File: config.mk
export PLATFORM = sky130hd
export DESIGN_NAME = prio_encoder_rr
export DESIGN_NICKNAME = d
export VERILOG_FILES = /design/src/rtl/prio_encoder_rr.sv
export SDC_FILE = /design/constraint.sdc
export NUM_CORES = 1
export LEC_CHECK = 0
export CELL_PAD_IN_SITES_DETAIL_PLACEMENT = 1
export CELL_PAD_IN_SITES_GLOBAL_PLACEMENT = 2
export CORE_ASPECT_RATIO = 1.4
export CORE_MARGIN = 3
export CORE_UTILIZATION = 25
export DETAILED_ROUTE_END_ITERATION = 7
export PLACE_DENSITY = 0.85
export SYNTH_ARGS = -nofsm -noshare
export SYNTH_HDL_FRONTEND = slang
export SYNTH_SLANG_ARGS = --single-unit
File: constraint.sdc
create_clock -name clk -period 1.7 [get_ports clk]
set_input_delay 0.255 -clock clk [delete_from_list [all_inputs] [get_ports clk]]
set_output_delay 0.255 -clock clk [all_outputs]
set_load 0.02 [all_outputs]
File: src/rtl/prio_encoder_rr.sv
// prio_encoder_rr: parametrised request encoder with fixed or round-robin
// priority. The winner is computed combinationally from the request vector
// and a priority pointer. The result is delivered through a one-entry
// valid/ready output register.
module prio_encoder_rr #(
  parameter int INPUT_WIDTH  = 8,
  parameter int OUTPUT_WIDTH = 3,
  parameter bit RR_MODE      = 1'b0
) (
  input  logic                    clk,
  input  logic                    rst,
  input  logic [INPUT_WIDTH-1:0]  dec_in,
  input  logic                    in_valid,
  output logic                    in_ready,
  output logic [OUTPUT_WIDTH-1:0] bin_out,
  output logic [INPUT_WIDTH-1:0]  grant_out,
  output logic                    none_out,
  output logic                    out_valid,
  input  logic                    out_ready
);

  localparam logic [OUTPUT_WIDTH-1:0] TOP_IDX = OUTPUT_WIDTH'(INPUT_WIDTH - 1);

  // Search start position. The highest priority goes to this bit, and
  // priority descends from it. It only ever holds values below INPUT_WIDTH.
  logic [OUTPUT_WIDTH-1:0] ptr;

  logic                    accept;
  logic                    found;
  logic [OUTPUT_WIDTH-1:0] win_idx;
  logic [INPUT_WIDTH-1:0]  win_grant;
  logic [OUTPUT_WIDTH-1:0] ptr_next;

  // The output slot is free when it is empty, or when it is being drained in
  // this same cycle. That gives one result per cycle when there is no stall.
  always_comb begin
    in_ready = !out_valid || out_ready;
    accept   = in_valid && in_ready;
  end

  // Circular search split into two linear passes. The first pass finds the
  // highest set bit at or below ptr. If that fails, the second pass finds the
  // highest set bit above ptr, which is the wrapped part of the circular order.
  always_comb begin
    found     = 1'b0;
    win_idx   = '0;
    win_grant = '0;
    for (int j = INPUT_WIDTH - 1; j >= 0; j--) begin
      if (!found && dec_in[j] && (j <= int'(ptr))) begin
        found        = 1'b1;
        win_idx      = OUTPUT_WIDTH'(j);
        win_grant    = '0;
        win_grant[j] = 1'b1;
      end
    end
    for (int j = INPUT_WIDTH - 1; j >= 0; j--) begin
      if (!found && dec_in[j] && (j > int'(ptr))) begin
        found        = 1'b1;
        win_idx      = OUTPUT_WIDTH'(j);
        win_grant    = '0;
        win_grant[j] = 1'b1;
      end
    end
  end

  // The bit just served moves to the lowest priority. Bit 0 wraps to the
  // real top bit, not to the top of the index encoding.
  always_comb begin
    ptr_next = ptr;
    if (found) begin
      if (win_idx == '0) begin
        ptr_next = TOP_IDX;
      end else begin
        ptr_next = win_idx - OUTPUT_WIDTH'(1);
      end
    end
  end

  // Pointer register. It only advances on an accepted non-zero request in
  // round-robin mode. In fixed mode it never leaves the top bit.
  always_ff @(posedge clk or posedge rst) begin
    if (rst) begin
      ptr <= TOP_IDX;
    end else if (RR_MODE && accept && found) begin
      ptr <= ptr_next;
    end
  end

  // One-entry output register. It loads on accept and empties when the
  // consumer takes the result. The data may stay stale while the slot is
  // empty.
  always_ff @(posedge clk or posedge rst) begin
    if (rst) begin
      out_valid <= 1'b0;
      bin_out   <= '0;
      grant_out <= '0;
      none_out  <= 1'b0;
    end else if (accept) begin
      out_valid <= 1'b1;
      bin_out   <= win_idx;
      grant_out <= win_grant;
      none_out  <= !found;
    end else if (out_ready) begin
      out_valid <= 1'b0;
    end
  end

endmodule
Word-level counts from Yosys, hierarchy flattened
Index checks and enable logic that the tools add are counted.
{"block": "totals", "regBits": 13, "word_cells": 112, "out_inout_bits": 14, "inputBits": 12}
{"block": "op_classes", "reduce_logical": 47, "n_mux": 47, "order_cmp": 14}
{"operator": "$mux 8", "n": 15}
{"operator": "$mux 3", "n": 15}
{"operator": "$logic_and 1x1->1", "n": 29}
{"operator": "$mux 1", "n": 17}
{"operator": "$logic_not 1->1", "n": 16}
{"operator": "$gt 3x3->1 const A", "n": 4}
{"operator": "$le 3x3->1 const A", "n": 4}
{"operator": "$gt 2x3->1 const A", "n": 2}
{"operator": "$le 2x3->1 const A", "n": 2}
{"operator": "$gt 1x3->1 const A", "n": 1}
{"operator": "$le 1x3->1 const A", "n": 1}
{"operator": "$reduce_bool 2->1", "n": 1}
{"operator": "$logic_or 1x1->1", "n": 1}

Depth between registers and ports, before layout
{"block": "depth", "depth_word": 59, "depth_mapped": 4}

Worst setup path before layout
No wires, ideal clock.
{"block": "synth_path", "kind": "reg-to-reg", "start": "register out_valid", "end": "register bin_out[2]", "path_slack_ps": 437, "stages_incl_launch_ff": 5, "setup_ps": 125, "required_ps": 1575, "t_arrival_ps": 1138, "cell_sequence": "dfrtp_1 -> nand2b_1 -> buf_4 -> nand2_4 -> mux2_2"}
{"block": "synth_between", "elab_chain_cells": 3}
{"element": "start: declaration", "line_no": "18", "rtl": "output logic out_valid,"}
{"element": "start signal: assignment", "line_no": "94", "rtl": "out_valid <= 1'b0;"}
{"element": "start signal: assignment", "line_no": "99", "rtl": "out_valid <= 1'b1;"}
{"element": "start signal: assignment", "line_no": "104", "rtl": "out_valid <= 1'b0;"}
{"element": "$logic_not 1->1", "line_no": "37", "rtl": "in_ready = !out_valid || out_ready;"}
{"element": "$logic_or 1x1->1", "line_no": "37"}
{"element": "net in_ready", "line_no": "14", "rtl": "output logic in_ready,"}
{"element": "$logic_and 1x1->1", "line_no": "38", "rtl": "accept = in_valid && in_ready;"}
{"element": "end signal: assignment", "line_no": "100", "rtl": "bin_out <= win_idx;"}
{"element": "end: declaration", "line_no": "15", "rtl": "output logic [OUTPUT_WIDTH-1:0] bin_out,"}
The timed path passes the listed nets, and every way through them passes these cells.
A chain may end at the register's enable or synchronous reset.

Final worst setup path
{"block": "layout_path", "start": "register bin_out[0]", "end": "output port bin_out[0]"}
No word-level cell between the ends.

==> key figures <==
Clocking
  – CTS Sinks: 12
  – H-tree levels: 1
  – Post-CTS setup buffer count: 0
  – Total CTS buffers: 3
  – Clk buf depth: 2
  – CTS tree: done
  – Clk slew on worst S/H paths: 0.08 ns
  – Clock root cell: clkbuf_4
  – Clk_lat worst skew: 0.27 ns

Setup path
  – Crit path DAT: 1.23 ns
  – Worst stage delay on the critical path: 0.60 ns
  – Crit Path Class: reg2out
  – Crit-path leading delay family: buffers and inverters
  – Critical path fanouts, max: 2
  – WP buf/inv: 1
  – Worst setup SP type: flip-flop
  – CP cell instances: clkdlybuf4s50_1
  – Worst Path Required: 1.44 ns
  – Critical Path Sink Type: output port
  – CP max stage cell: clkdlybuf4s50_1

Synthesis
  – Multiplexer area fraction after synthesis: 9.263%
  – Yosys top cell by area: dfrtp_1
  – Mean Syn Cell Area: 11.43 µm²
  – Synth top area share: 50.53%
  – Post-synth EDFFs: 0
  – Largest family of logic cells by synthesized area: simple AND/OR/NAND/NOR gates
  – Syn_nets: 64
  – Sequential fraction of the synthesis area: 50.53%
  – Synth cell types: 22
  – Most frequent cell after synthesis: dfrtp_1
  – Post-synth ARST share: 100.0%
  – Synth Warn #: 3
  – Simple-gate share of the synthesized area: 19.58%
  – Xor/xnor cell area share of the yosys netlist: 0%
  – Yosys reg bits: 12
  – Top cells by area, synth: dfrtp_1, mux2_2, o2bb2ai_1
  – Post-Syn Area: 594.3 µm²
  – Post-synthesis adder-cell area fraction: 0%
  – Synth Flop Type: dfrtp_1
  – Post-synthesis cell count: 52
  – Synth Area in Compound Gates: 14.11%
  – Top post-synthesis cells by count: dfrtp_1, o2bb2ai_1, inv_1, mux2_2, nor2_1

Final layout
  – Fin area: 882.1 µm²
  – Core Util, Final: 39.61%
  – P&R area growth vs syn: 48.42%
  – # fillers: 252
  – N_diodes: 0
  – Non-Filler Instances: 100
  – Final #Nets: 91
  – Layout cells sized above 1: 19.23%

Global routing
  – Met3 usage: 3.429%
  – Initial antenna violation count: 0
  – GRT met2 Usage: 15.82%
  – Largest net degree at the start of global routing: 13
  – Global routing's busiest layer: met2
  – Overflow after GRT: 0
  – Global-route wire length before repair: 2270 µm
  – Vias in the first global route: 504
  – Gr usage total: 10.29%
  – M1 GR Usage: 13.30%

Die
  – DIE HEIGHT: 63.69 µm
  – Die ar.: 3006 µm²
  – Top Ports: 26
  – Initial core utilization: 26.69%
  – Die width: 47.21 µm
  – Core box area: 2227 µm²
  – Row count: 20

STA
  – Setup violators final: 0
  – Max-slew violations: 0
  – Hold Worst Slack: 0.2892 ns
  – Final-report hold violation count: 0
  – FMAX: 672.6 MHz
  – Final Cycle Share: 87.46%
  – Min Clock Period, post-route: 1.487 ns
  – RSZ-0062 raised after global routing: false
  – Worst Clk Skew: 0.005270 ns
  – Worst setup margin: 0.2132 ns

Routing
  – Vias/cell: 4.950
  – DR WL/cell: 13.63 µm
  – Vias: 495
  – 1st-pass router iterations: 4
  – Detail Route Antenna Nets: 0
  – Iter 0 DRT Violations: 8
  – Drt total wl: 1363 µm
  – # DRC: 0

Place
  – Pre-CTS setup slack: -0.02989 ns
  – Placed insts: 96
  – Port Buffers: 23
  – Routability cong.: 0.6798
  – Dpl hpwl: 1079 µm
  – Area post-placement: 847.1 µm²

Outcome
  – Status: completed

Pwr
  – Peak supply drop: 0.4300 mV
  – Leakage Power: 0.0003674 µW
  – Power Dens Cells: 822.4 nW/µm²

Min path
  – HP Class: in2async

Flow run
  – Max Cap Viol: 0
-- metrics by stage --
stage,setup TNS [ns],power (µW)
after detailed placement,-0.02989,509.4
after global routing,0,768.9
final,0,725.4
after floorplan,0,415.8
after CTS,0,736.4
after global placement,0,507.6
-- timing repair --
action | CTS | global route
resized for setup | 1 | 0
hold buffers | 0 | 0
endpoints found under the setup margin | 1 | 0
-- final timing paths --
| kind | to | start | slack, ns | cells after the start |
|---|---|---|---|---|
| max in group asynchronous | bin_out[1] | rst | 1.09 | 2 |
| worst min register to register | grant_out[3] | grant_out[3] | 0.49 | 1 |
| worst max-delay path | bin_out[0] | bin_out[0] | 0.21 | 1 |
| worst max register to register | grant_out[6] | out_valid | 0.49 | 4 |
| worst min-delay path | grant_out[1] | rst | 0.29 | 2 |
| min in group clk | grant_out[3] | grant_out[3] | 0.49 | 1 |
-- cell families after synthesis --
| logic type | Yosys count |
|---|---|
| buffers and inverters | 7 |
| other | 1 |
| multiplexers | 5 |
| AND/OR/NAND/NOR | 18 |
| flip-flops | 12 |
| AO/OA/AOI/OAI | 9 |
-- cells in the final DEF (no fill, tap or decap), types with 2 or more instances in the layout --
| cell type | instances |
|---|---|
| nand3b_1 | 2 |
| inv_1 | 4 |
| o2bb2ai_1 | 5 |
| nor2_1 | 4 |
| nand2_1 | 3 |
| clkbuf_4 | 3 |
| dfrtp_1 | 12 |
| nand2b_1 | 2 |
| nand3_1 | 2 |
| buf_4 | 2 |
| clkdlybuf4s50_1 | 22 |
| mux2_2 | 4 |
-- power by group --
group / internal [µW] / total (µW) / switching (µW) / leakage [µW]
clock network: 130 / 225 / 94.8 / 0.0000210
logic: 91.2 / 182 / 90.5 / 0.000191
registers: 308 / 319 / 11.1 / 0.000155
-- final cells by class --
class | instances | area, µm² | share of cell area [%]
sequential | 12 | 300.3 | 34.04
multi-input combinational | 33 | 259.0 | 29.36
timing repair buffer | 25 | 244.0 | 27.66
clock buffer | 4 | 36.28 | 4.113
tap | 22 | 27.53 | 3.121
inverter | 4 | 15.01 | 1.702
-- registers in the layout, indices dropped and copies added, names as in the netlist --
name / count
out_valid: 1
bin_out: 3
none_out: 1
grant_out: 7
-- routing by layer --
| metal | wire length (µm) | share of wire, % |
|---|---|---|
| met1 | 562 | 41 |
| met2 | 712 | 52 |
| met3 | 82 | 6.0 |
| met4 | 6 | 0.44 |
| met5 | 0 | 0 |
Power figures use the tool's default switching activity.
